### config.mk
export PLATFORM = sky130hd
export DESIGN_NAME = ls_mem_arbiter
export DESIGN_NICKNAME = d
export VERILOG_FILES = /design/src/rtl/ls_mem_arbiter.sv
export SDC_FILE = /design/constraint.sdc
export NUM_CORES = 1
export LEC_CHECK = 0
export ABC_AREA = 1
export CORE_ASPECT_RATIO = 1.25
export CORE_UTILIZATION = 25
export CTS_CLUSTER_DIAMETER = 200
export CTS_CLUSTER_SIZE = 30
export DETAILED_ROUTE_END_ITERATION = 8
export GPL_TIMING_DRIVEN = 1
export SYNTH_ARGS = -nofsm -noshare
export SYNTH_HDL_FRONTEND = slang
export SYNTH_SLANG_ARGS = --single-unit
### constraint.sdc
create_clock -name clk -period 1.59 [get_ports clk]
set_input_delay 0.2385 -clock clk [delete_from_list [all_inputs] [get_ports clk]]
set_output_delay 0.2385 -clock clk [all_outputs]
set_load 0.01 [all_outputs]
### src/rtl/ls_mem_arbiter.sv
// Purpose: round-robin load/store arbiter, two cores onto one shared memory port pair, one transaction in flight.
// Latency: request sampled at edge N -> mem enable in cycle N+1 -> resp_valid one cycle after the matching memory valid (min 3 cycles).
// Backpressure: cores hold req_ld/req_st as levels until they see resp_valid; memory is waited on indefinitely unless ARB_TIMEOUT_EN.
//
// Ports:
//   clk, rst                 clock, synchronous active-high reset
//   req_ld/req_st/req_adrs/req_wdata   per-core request levels, address and store data (core i in slice i)
//   resp_valid/resp_data/resp_err      one-cycle completion pulse per core, shared load data, timeout flag
//   mem_r_* / mem_w_*        shared memory load and store ports
// Optional feature: define ARB_TIMEOUT_EN to add the WAIT-state timeout with error completion.

module ls_mem_arbiter #(
    parameter int ADDR_W  = 11,
    parameter int DATA_W  = 32,
    parameter int TIMEOUT = 15
) (
    input  logic                  clk,
    input  logic                  rst,
    input  logic [1:0]            req_ld,
    input  logic [1:0]            req_st,
    input  logic [2*ADDR_W-1:0]   req_adrs,
    input  logic [2*DATA_W-1:0]   req_wdata,
    output logic [1:0]            resp_valid,
    output logic [DATA_W-1:0]     resp_data,
    output logic                  resp_err,
    output logic                  mem_r_en,
    output logic [ADDR_W-1:0]     mem_r_adrs,
    input  logic                  mem_r_valid,
    input  logic [DATA_W-1:0]     mem_r_data,
    output logic                  mem_w_en,
    output logic [ADDR_W-1:0]     mem_w_adrs,
    output logic [DATA_W-1:0]     mem_w_data,
    input  logic                  mem_w_valid
);

    typedef enum logic [1:0] {ST_IDLE, ST_ISSUE, ST_WAIT, ST_RESP} state_t;

    state_t              state_q, state_d;
    logic                gnt_q, gnt_d;        // granted core id
    logic                op_st_q, op_st_d;    // 1 = store, 0 = load
    logic [ADDR_W-1:0]   adrs_q, adrs_d;
    logic [DATA_W-1:0]   wdata_q, wdata_d;
    logic [DATA_W-1:0]   rdata_q, rdata_d;    // completion data waiting for RESP
    logic                last_q, last_d;      // last granted core
    logic [1:0]          mask_q, mask_d;      // served core, blocked for one IDLE cycle

    logic [1:0]          resp_valid_q, resp_valid_d;
    logic [DATA_W-1:0]   resp_data_q, resp_data_d;
    logic                mem_r_en_q, mem_r_en_d;
    logic                mem_w_en_q, mem_w_en_d;
    logic [ADDR_W-1:0]   mem_r_adrs_q, mem_r_adrs_d;
    logic [ADDR_W-1:0]   mem_w_adrs_q, mem_w_adrs_d;
    logic [DATA_W-1:0]   mem_w_data_q, mem_w_data_d;

    logic [1:0]          elig;
    logic                sel;
    logic                match;

`ifdef ARB_TIMEOUT_EN
    // Counter only needs to reach TIMEOUT-1: the count after a WAIT cycle is cnt_q+1,
    // so reaching TIMEOUT means cnt_q == TIMEOUT-1 during that cycle.
    localparam int              CNT_W    = (TIMEOUT > 1) ? $clog2(TIMEOUT) : 1;
    localparam logic [CNT_W-1:0] CNT_LAST = CNT_W'(TIMEOUT - 1);
    logic [CNT_W-1:0]    cnt_q, cnt_d;
    logic                err_q, err_d;
    logic                resp_err_q, resp_err_d;
`else
    logic                unused_timeout;
    assign unused_timeout = ^TIMEOUT;
`endif

    assign elig  = (req_ld | req_st) & ~mask_q;
    // On a tie the core that was not granted last wins; otherwise the single eligible core.
    assign sel   = (elig == 2'b11) ? ~last_q : elig[1];
    // Only the valid belonging to the issued op can complete the transaction.
    assign match = op_st_q ? mem_w_valid : mem_r_valid;

    always_comb begin
        state_d      = state_q;
        gnt_d        = gnt_q;
        op_st_d      = op_st_q;
        adrs_d       = adrs_q;
        wdata_d      = wdata_q;
        rdata_d      = rdata_q;
        last_d       = last_q;
        mask_d       = mask_q;
        resp_valid_d = 2'b00;
        resp_data_d  = resp_data_q;
        mem_r_en_d   = 1'b0;
        mem_w_en_d   = 1'b0;
        mem_r_adrs_d = mem_r_adrs_q;
        mem_w_adrs_d = mem_w_adrs_q;
        mem_w_data_d = mem_w_data_q;
`ifdef ARB_TIMEOUT_EN
        cnt_d        = cnt_q;
        err_d        = err_q;
        resp_err_d   = 1'b0;
`endif

        case (state_q)
            ST_IDLE: begin
                mask_d = 2'b00;
                if (elig != 2'b00) begin
                    gnt_d   = sel;
                    // Store wins when both are raised; the held load gets a later grant.
                    op_st_d = req_st[sel];
                    adrs_d  = sel ? req_adrs[2*ADDR_W-1:ADDR_W]  : req_adrs[ADDR_W-1:0];
                    wdata_d = sel ? req_wdata[2*DATA_W-1:DATA_W] : req_wdata[DATA_W-1:0];
                    state_d = ST_ISSUE;
                end
            end
            ST_ISSUE: begin
                mem_r_en_d   = ~op_st_q;
                mem_w_en_d   = op_st_q;
                mem_r_adrs_d = adrs_q;
                mem_w_adrs_d = adrs_q;
                mem_w_data_d = wdata_q;
                last_d       = gnt_q;
                state_d      = ST_WAIT;
`ifdef ARB_TIMEOUT_EN
                cnt_d        = '0;
`endif
            end
            ST_WAIT: begin
                if (match) begin
                    rdata_d = op_st_q ? '0 : mem_r_data;
                    state_d = ST_RESP;
`ifdef ARB_TIMEOUT_EN
                    err_d   = 1'b0;
                end else if (cnt_q == CNT_LAST) begin
                    rdata_d = '0;
                    err_d   = 1'b1;
                    state_d = ST_RESP;
                end else begin
                    cnt_d   = cnt_q + CNT_W'(1);
`endif
                end
            end
            ST_RESP: begin
                resp_valid_d = {gnt_q, ~gnt_q};
                resp_data_d  = rdata_q;
                mask_d       = {gnt_q, ~gnt_q};
                state_d      = ST_IDLE;
`ifdef ARB_TIMEOUT_EN
                resp_err_d   = err_q;
`endif
            end
            default: state_d = ST_IDLE;
        endcase
    end

    always_ff @(posedge clk) begin
        if (rst) begin
            state_q      <= ST_IDLE;
            gnt_q        <= 1'b0;
            op_st_q      <= 1'b0;
            adrs_q       <= '0;
            wdata_q      <= '0;
            rdata_q      <= '0;
            last_q       <= 1'b1;
            mask_q       <= 2'b00;
            resp_valid_q <= 2'b00;
            resp_data_q  <= '0;
            mem_r_en_q   <= 1'b0;
            mem_w_en_q   <= 1'b0;
            mem_r_adrs_q <= '0;
            mem_w_adrs_q <= '0;
            mem_w_data_q <= '0;
`ifdef ARB_TIMEOUT_EN
            cnt_q        <= '0;
            err_q        <= 1'b0;
            resp_err_q   <= 1'b0;
`endif
        end else begin
            state_q      <= state_d;
            gnt_q        <= gnt_d;
            op_st_q      <= op_st_d;
            adrs_q       <= adrs_d;
            wdata_q      <= wdata_d;
            rdata_q      <= rdata_d;
            last_q       <= last_d;
            mask_q       <= mask_d;
            resp_valid_q <= resp_valid_d;
            resp_data_q  <= resp_data_d;
            mem_r_en_q   <= mem_r_en_d;
            mem_w_en_q   <= mem_w_en_d;
            mem_r_adrs_q <= mem_r_adrs_d;
            mem_w_adrs_q <= mem_w_adrs_d;
            mem_w_data_q <= mem_w_data_d;
`ifdef ARB_TIMEOUT_EN
            cnt_q        <= cnt_d;
            err_q        <= err_d;
            resp_err_q   <= resp_err_d;
`endif
        end
    end

    assign resp_valid = resp_valid_q;
    assign resp_data  = resp_data_q;
    assign mem_r_en   = mem_r_en_q;
    assign mem_w_en   = mem_w_en_q;
    assign mem_r_adrs = mem_r_adrs_q;
    assign mem_w_adrs = mem_w_adrs_q;
    assign mem_w_data = mem_w_data_q;
`ifdef ARB_TIMEOUT_EN
    assign resp_err   = resp_err_q;
`else
    assign resp_err   = 1'b0;
`endif

endmodule

After elaboration in Yosys (flattened, before gate mapping)

Index checks and enable logic that the tools add are counted.

Add/sub/neg operators: 0
Multiply operators: 0
Div/mod/pow operators: 0
$lt $le $gt $ge: 1
Equality and inequality tests: 6
Shifts and indexed selects: 0
Mux-type cells: 11
Bitwise gates (word level): 8
Reduce and logical (&&, ||, !) cells: 8

Operator list:

| kind               | number |
|---|---|
| $mux 32            | 2 |
| $mux 11            | 1 |
| $pmux 2 s4         | 1 |
| $eq 2x2->1 const B | 3 |
| $reduce_and 2->1   | 3 |
| $not 1->1          | 5 |
| $mux 1             | 4 |
| $mux 2             | 2 |
| $ne 2x2->1 const B | 2 |
| $pmux 2 s2         | 1 |
| $reduce_bool 2->1  | 2 |
| $reduce_or 2->1    | 2 |
| $and 2x2->2        | 1 |
| $eq 2x1->1 const B | 1 |
| $logic_not 2->1    | 1 |
| $lt 1x2->1 const B | 1 |
| $not 2->2          | 1 |
| $or 2x2->2         | 1 |

Register bits after elaboration: 161
Bits in latches: 0
Memory bits (writable): 0
Bits in read-only memories: 0
Bits of input ports: 126
Output and inout port bits: 91
Memories: 0

Logic depth before layout (Yosys ltp)

Gate-level depths: netlist of the first run.

Word-level depth: 6
Depth in mapped cells: 9

Worst setup path before layout of the first run

OpenSTA, ideal clock, no wires.

Path kind: register -> register
From: register state_q[1]
To: register mem_w_adrs_q[0] (netlist: mem_w_adrs[0])
Setup time: 132 ps
Data arrival time: 1203 ps
Slack: 254 ps
Cell stages (with the launch flop): 6
Path buffers: 2
Period minus slack after synthesis: 1336 ps
Cell sequence: dfxtp_1 -> inv_1 -> ha_1 -> clkbuf_1 -> clkbuf_1 -> a21oi_1

Longest elaborated chain between the ends: 1

RTL lines:

| item                   | line | text |
|---|---|---|
| start, declared        | 38   | `state_t state_q, state_d;` |
| start signal, assigned | 175  | `state_q <= state_d;` |
| $eq 2x1->1             | 100  | `case (state_q)` |
| end signal, assigned   | 188  | `mem_w_adrs_q <= mem_w_adrs_d;` |
| end, declared          | 52   | `logic [ADDR_W-1:0] mem_w_adrs_q, mem_w_adrs_d;` |

Every way passes these cells.
A chain may end at the register's enable or synchronous reset.

Worst setup path in the final report of the first run

From: register mem_w_data_q[29] (netlist: mem_w_data[29])
To: output port mem_w_data[29]

RTL lines:

| item                   | line | text |
|---|---|---|
| start, declared        | 53   | `logic [DATA_W-1:0] mem_w_data_q, mem_w_data_d;` |
| start signal, assigned | 189  | `mem_w_data_q <= mem_w_data_d;` |
| end, declared          | 32   | `output logic [DATA_W-1:0] mem_w_data,` |

No word-level cell between the ends.

==> impl_metrics.json, run 1 <==
{
  "rows": 65,
  "worstPathArrival_ns": 1.32,
  "die_w_um": 146.8,
  "drt_iter0_drc": 220,
  "ys_ff_latch": 161,
  "setup_violations": 0,
  "first_pass_iters": 6,
  "tritoncts": "done",
  "die_area_um2": 26880,
  "synth_area_per_cell_um2": 7.251,
  "cts.sinks": 161,
  "drv_slew": 0,
  "diodes": 0,
  "status": "finished clean",
  "hold_viol": 0,
  "synth.distinct_cells": 22,
  "gp_congestion": 0.7533,
  "grt_max_degree": 79,
  "power_per_cell_area_nw_per_um2": 1742,
  "nNetsFinal": 1216,
  "cp.required_ns": 1.35,
  "via_count": 6364,
  "overflow": 0,
  "final_area_um2": 9693,
  "start_util_pct": 25.67,
  "drt_wl_total_mm": 19.84,
  "synth_edf_count": 0,
  "root_buffer": "clkbuf_16",
  "die_h_um": 183.0,
  "yosys-top-cells-area": "dfxtp_1, nand2_1, o21ai_0",
  "numCtsBuffers": 17,
  "max_freq_mhz": 643.4,
  "path_class": "flip-flop to primary output",
  "cts.clk_slew.worst_paths_ns": 0.07,
  "grt_antenna_before_repair": 0,
  "path_max_fanout": 2,
  "wl_per_cell_um": 13.84,
  "vdd_drop_max_mv": 0.7522,
  "hpwl_mm": 12.85,
  "crit_path_cell_trace": "clkdlybuf4s50_1",
  "syn_area_um2": 6555,
  "drc": 0,
  "port_buffers": 215,
  "vias_per_cell": 4.438,
  "cp_slowest_cell": "clkdlybuf4s50_1",
  "cp_top_family": "buffers and inverters",
  "ant_nets": 0,
  "grt_pass1_vias": 6165,
  "synthCells": 904,
  "cts_hold_buf": 0,
  "cts-htree-levels": 4,
  "postPlaceCellArea_um2": 9031,
  "worstHoldPathType": "primary input to flip-flop",
  "synth_flop_cell": "dfxtp_1",
  "grt_pass1_wl_mm": 31.84,
  "start_kind": "flip-flop",
  "drive_above_1_share_pct": 5.914,
  "fin_skew_ns": 0.009076,
  "synth_nets": 1034,
  "critPathBufInv": 1,
  "ioPinCount": 217,
  "utilization_pct": 37.96,
  "clock_latency_ns": 0.42,
  "fin_crit_sh_pct": 97.76,
  "grt_setup_unrepaired": "false",
  "ys_warn_count": 0,
  "ys_seq_area_share_pct": 49.17,
  "drv_cap": 0,
  "cp-end-kind": "primary output",
  "async_flop_share_pct": 0,
  "core_um2": 25540,
  "synth_area_leader_cell": "dfxtp_1",
  "clock_path_buffers": 2,
  "synth_top_area_share_pct": 49.17,
  "track_usage_pct": 14.98,
  "min_period_ns": 1.554,
  "syn2layout_area_growth_pct": 47.87,
  "p_leak_nw": 4.791,
  "max_stage_delay_ns": 0.56
}
## registers in the layout, indices dropped and copies added (netlist names)
signal and flops:
adrs_q 11, gnt_q 1, last_q 1, mask_q 2
mem_r_en 1, mem_w_adrs 11, mem_w_data 32, mem_w_en 1
op_st_q 1, rdata_q 32, resp_data 32, resp_valid 2
state_q 2, wdata_q 32
## final timing paths
check / cells past startpoint / to / start / slack [ns]
max: 1 / mem_w_data[29] / mem_w_data[29] / 0.04
min: 2 / rdata_q[0] / rst / 0.12
max reg2reg: 8 / rdata_q[16] / state_q[0] / 0.15
min reg2reg: 2 / mem_w_data[15] / wdata_q[15] / 0.45
## per-layer routing
metal / track usage, % / wire (µm)
met3: 3.259 / 986
met4: 4.750 / 219
met1: 17.22 / 8657
met5: 0 / 0
met2: 27.34 / 9979
## stage by stage
stage	setup TNS, ns	hold WS (ns)	setup slack [ns]	power, mW	instances
after global placement	-1.947	0.4376	-0.07594	12.93	1402
after global routing	0	0.1165	0.00009981	18.17	1434
final	0	0.1178	0.03567	16.89	1434
after detailed placement	-2.830	0.4456	-0.09628	13.03	1402
after floorplan	0	0.4293	0.2543	9.986	904
after CTS	0	0.1006	0.0008589	17.24	1434
## worst reg2reg max path, cell delays in order (launching register included)
cell and delay (ns):
dfxtp_1 0.33, inv_1 0.10, ha_1 0.19, inv_1 0.08, a21oi_4 0.15, buf_12 0.22, nand2_1 0.11, o21ai_0 0.08
nor2_1 0.06
## timing repair
action,4_1_cts,5_1_grt
gates resized for setup,15,31
setup buffers,0,0
endpoints found under the hold margin,0,0
setup endpoints to repair,15,32
## final cells by class
cell class / count / area (µm²)
sequential: 161 / 3223
tap: 335 / 419.2
inverter: 101 / 379.1
multi-input combinational: 569 / 2590
clock inverter: 14 / 163.9
clock buffer: 18 / 439.2
timing repair buffer: 236 / 2479
fill: 2720 / 15840
## cells in the final DEF, fill, tap and decap left out, types with 17 or more instances in the layout
cell,netlist,final
clkbuf_16,0,17
nand3_1,94,94
nand2_1,162,162
clkdlybuf4s50_1,0,168
dlymetal6s2s_1,0,31
dfxtp_1,161,161
o21ai_0,103,103
a21oi_1,92,92
nor2_1,97,97
inv_1,96,95
## kinds of logic after synthesis
group,count (synthesis),synth area share (%)
and+or+nand+nor,360,22.77
other,1,0.05721
adders and majority gates,4,0.7635
buffers and inverters,174,11.36
DFF,161,49.17
AOI/OAI and AO/OA,204,15.88
## synth_stat cells (2+ instances only)
master / n
nand2_1: 162
dfxtp_1: 161
o21ai_0: 103
nor2_1: 97
inv_1: 96
nand3_1: 94
a21oi_1: 92
clkbuf_1: 36
buf_2: 18
buf_4: 18
o21ai_1: 6
ha_1: 4
inv_2: 4
nor3_1: 4
nand2_2: 2
## where the power goes
| part | switching [mW] | internal, mW | total (mW) |
|---|---|---|---|
| combinational | 3.81 | 2.91 | 6.72 |
| sequential | 0.572 | 5.37 | 5.94 |
| clock | 1.82 | 2.41 | 4.23 |
| total | 6.19 | 10.7 | 16.9 |
(Power assumes the default switching activity.)
==> inputs of run 2 (changes only) <==
--- a/config.mk
+++ b/config.mk
@@ -6,12 +6,15 @@
 export NUM_CORES = 1
 export LEC_CHECK = 0
 export ABC_AREA = 1
+export ABC_CLOCK_PERIOD_IN_PS = 1590
 export CORE_ASPECT_RATIO = 1.25
 export CORE_UTILIZATION = 25
 export CTS_CLUSTER_DIAMETER = 200
 export CTS_CLUSTER_SIZE = 30
 export DETAILED_ROUTE_END_ITERATION = 8
+export DONT_BUFFER_PORTS = 1
 export GPL_TIMING_DRIVEN = 1
+export PLACE_DENSITY = 0.35
 export SYNTH_ARGS = -nofsm -noshare
 export SYNTH_HDL_FRONTEND = slang
 export SYNTH_SLANG_ARGS = --single-unit
==> run 2 against run 1 <==
Net effect:
- cell area is 22% lower
- critical endpoint is now rdata_q[23]
- combinational power decreased by 27%
- highest routed layer unchanged
- register-to-register slack got worse by 0.02 ns
- largest power group is now sequential cells
- the run now ends with hold timing left
==> impl_metrics.json, run 2 (synthesized netlist as in run 1, its figures left out) <==
{
  "status": "finished, violations left",
  "violations": "hold timing",
  "wl_per_cell_um": 15.95,
  "cp_top_family": "buffers and inverters",
  "cts-htree-levels": 4,
  "cp.required_ns": 1.90,
  "path_max_fanout": 14,
  "holdWs_ns": -0.1216,
  "core_um2": 25540,
  "cp_slowest_cell": "dfxtp_1",
  "port_buffers": 0,
  "grt_pass1_wl_mm": 30.59,
  "grt_max_degree": 85,
  "postPlaceCellArea_um2": 6889,
  "setup_violations": 0,
  "gp_congestion": 0.6750,
  "overflow": 0,
  "rows": 65,
  "min_period_ns": 1.456,
  "root_buffer": "clkbuf_16",
  "nNetsFinal": 1005,
  "max_freq_mhz": 686.8,
  "numCtsBuffers": 17,
  "vias_per_cell": 4.443,
  "die_w_um": 146.8,
  "ioPinCount": 217,
  "path_class": "flip-flop to flip-flop",
  "worstPathArrival_ns": 1.77,
  "dp_cells": 1188,
  "p_leak_nw": 3.436,
  "hold_viol": 64,
  "finalSetupTns_ns": 0,
  "cts.sinks": 161,
  "drt_iter0_drc": 169,
  "drt_wl_total_mm": 19.51,
  "final_cell_mix": "nand2_1, dfxtp_1, o21ai_0",
  "fin_crit_sh_pct": 91.57,
  "worstHoldPathType": "primary input to flip-flop",
  "start_util_pct": 25.67,
  "layout_commonest_cell": "nand2_1",
  "drc": 0,
  "grt_antenna_before_repair": 0,
  "layout.cells.non_filler": 1223,
  "crit_top_cell": "inv_1",
  "cts.clk_slew.worst_paths_ns": 0.07,
  "track_usage_pct": 14.88,
  "first_pass_iters": 4,
  "die_h_um": 183.0,
  "drv_slew": 0,
  "diodes": 0,
  "ant_nets": 0,
  "tritoncts": "done",
  "start_kind": "flip-flop",
  "utilization_pct": 29.51,
  "vdd_drop_max_mv": 0.8723,
  "grt_setup_unrepaired": "false",
  "critPathBufInv": 4,
  "crit_path_cell_trace": "inv_1 > ha_1 > inv_1 > a21oi_4 > buf_4 > clkbuf_16 > o21ai_0 > nor2_1",
  "drv_cap": 0,
  "drive_above_1_share_pct": 7.658,
  "via_count": 5434,
  "cp-end-kind": "flip-flop",
  "syn2layout_area_growth_pct": 14.95,
  "clock_path_buffers": 2,
  "grt_pass1_vias": 5274,
  "die_area_um2": 26880,
  "power_per_cell_area_nw_per_um2": 2079,
  "max_stage_delay_ns": 0.36,
  "hpwl_mm": 12.46,
  "fin_skew_ns": 0.009997,
  "final_area_um2": 7535,
  "clock_latency_ns": 0.42
}
==> run 2: changes by cell type in the layout (fill, tap and decap cells not counted), sizes merged <==
cell           change
buf                +2
dlygate4sd2       -15
inv                -3
clkinv             +5
dlymetal6s2s      -31
clkdlybuf4s50    -168
clkinvlp           -2
bufinv             +1
==> run 2: layer usage <==
layer / up-vias / track usage [%] / wire length (µm)
li1: 2818 / - / -
met1: 2471 / 17.39 / 8534
met2: 135 / 25.36 / 9380
met3: 10 / 4.950 / 1319
met4: 0 / 5.042 / 273
met5: - / 0 / 0
==> run 2: path summary, 6_finish.rpt <==
kind / startpoint / cells after the start / slack [ns] / to
min: rst / 1 / -0.12 / rdata_q[10]
max reg2reg: state_q[0] / 8 / 0.13 / rdata_q[23]
min reg2reg: wdata_q[26] / 2 / 0.45 / mem_w_data[26]
max: state_q[0] / 8 / 0.13 / rdata_q[23]
==> run 2: power breakdown <==
part           switching (mW)  internal [mW]  leakage (nW)  total, mW
clock                    1.83           2.50         0.303       4.32
combinational            3.13           1.76          1.81       4.90
sequential               1.07           5.37          1.32       6.45
total                    6.03           9.63          3.44       15.7
==> run 2: final cells by class <==
class | instances | area, µm²
Timing Repair Buffer | 25 | 317.8
Clock buffer | 17 | 425.4
Tap cell | 335 | 419.2
Clock inverter | 15 | 180.2
Multi-Input combinational cell | 569 | 2590
Inverter | 101 | 379.1
Fill cell | 2849 | 18000
Sequential cell | 161 | 3223
==> run 2: per-stage QoR <==
step	worst slack, ns	power, mW
2_1_floorplan	0.2543	9.986
3_3_place_gp	0.1659	11.52
3_5_place_dp	0.1563	11.53
4_1_cts	0.1383	15.98
5_1_grt	0.007242	17.03
6_report	0.1340	15.67
==> run 2: timing repair <==
item | CTS | global route
setup buffers | 0 | 2
resized for setup | 0 | 2
endpoints found under the hold margin | 83 | 79
endpoints found under the setup margin | 0 | 2
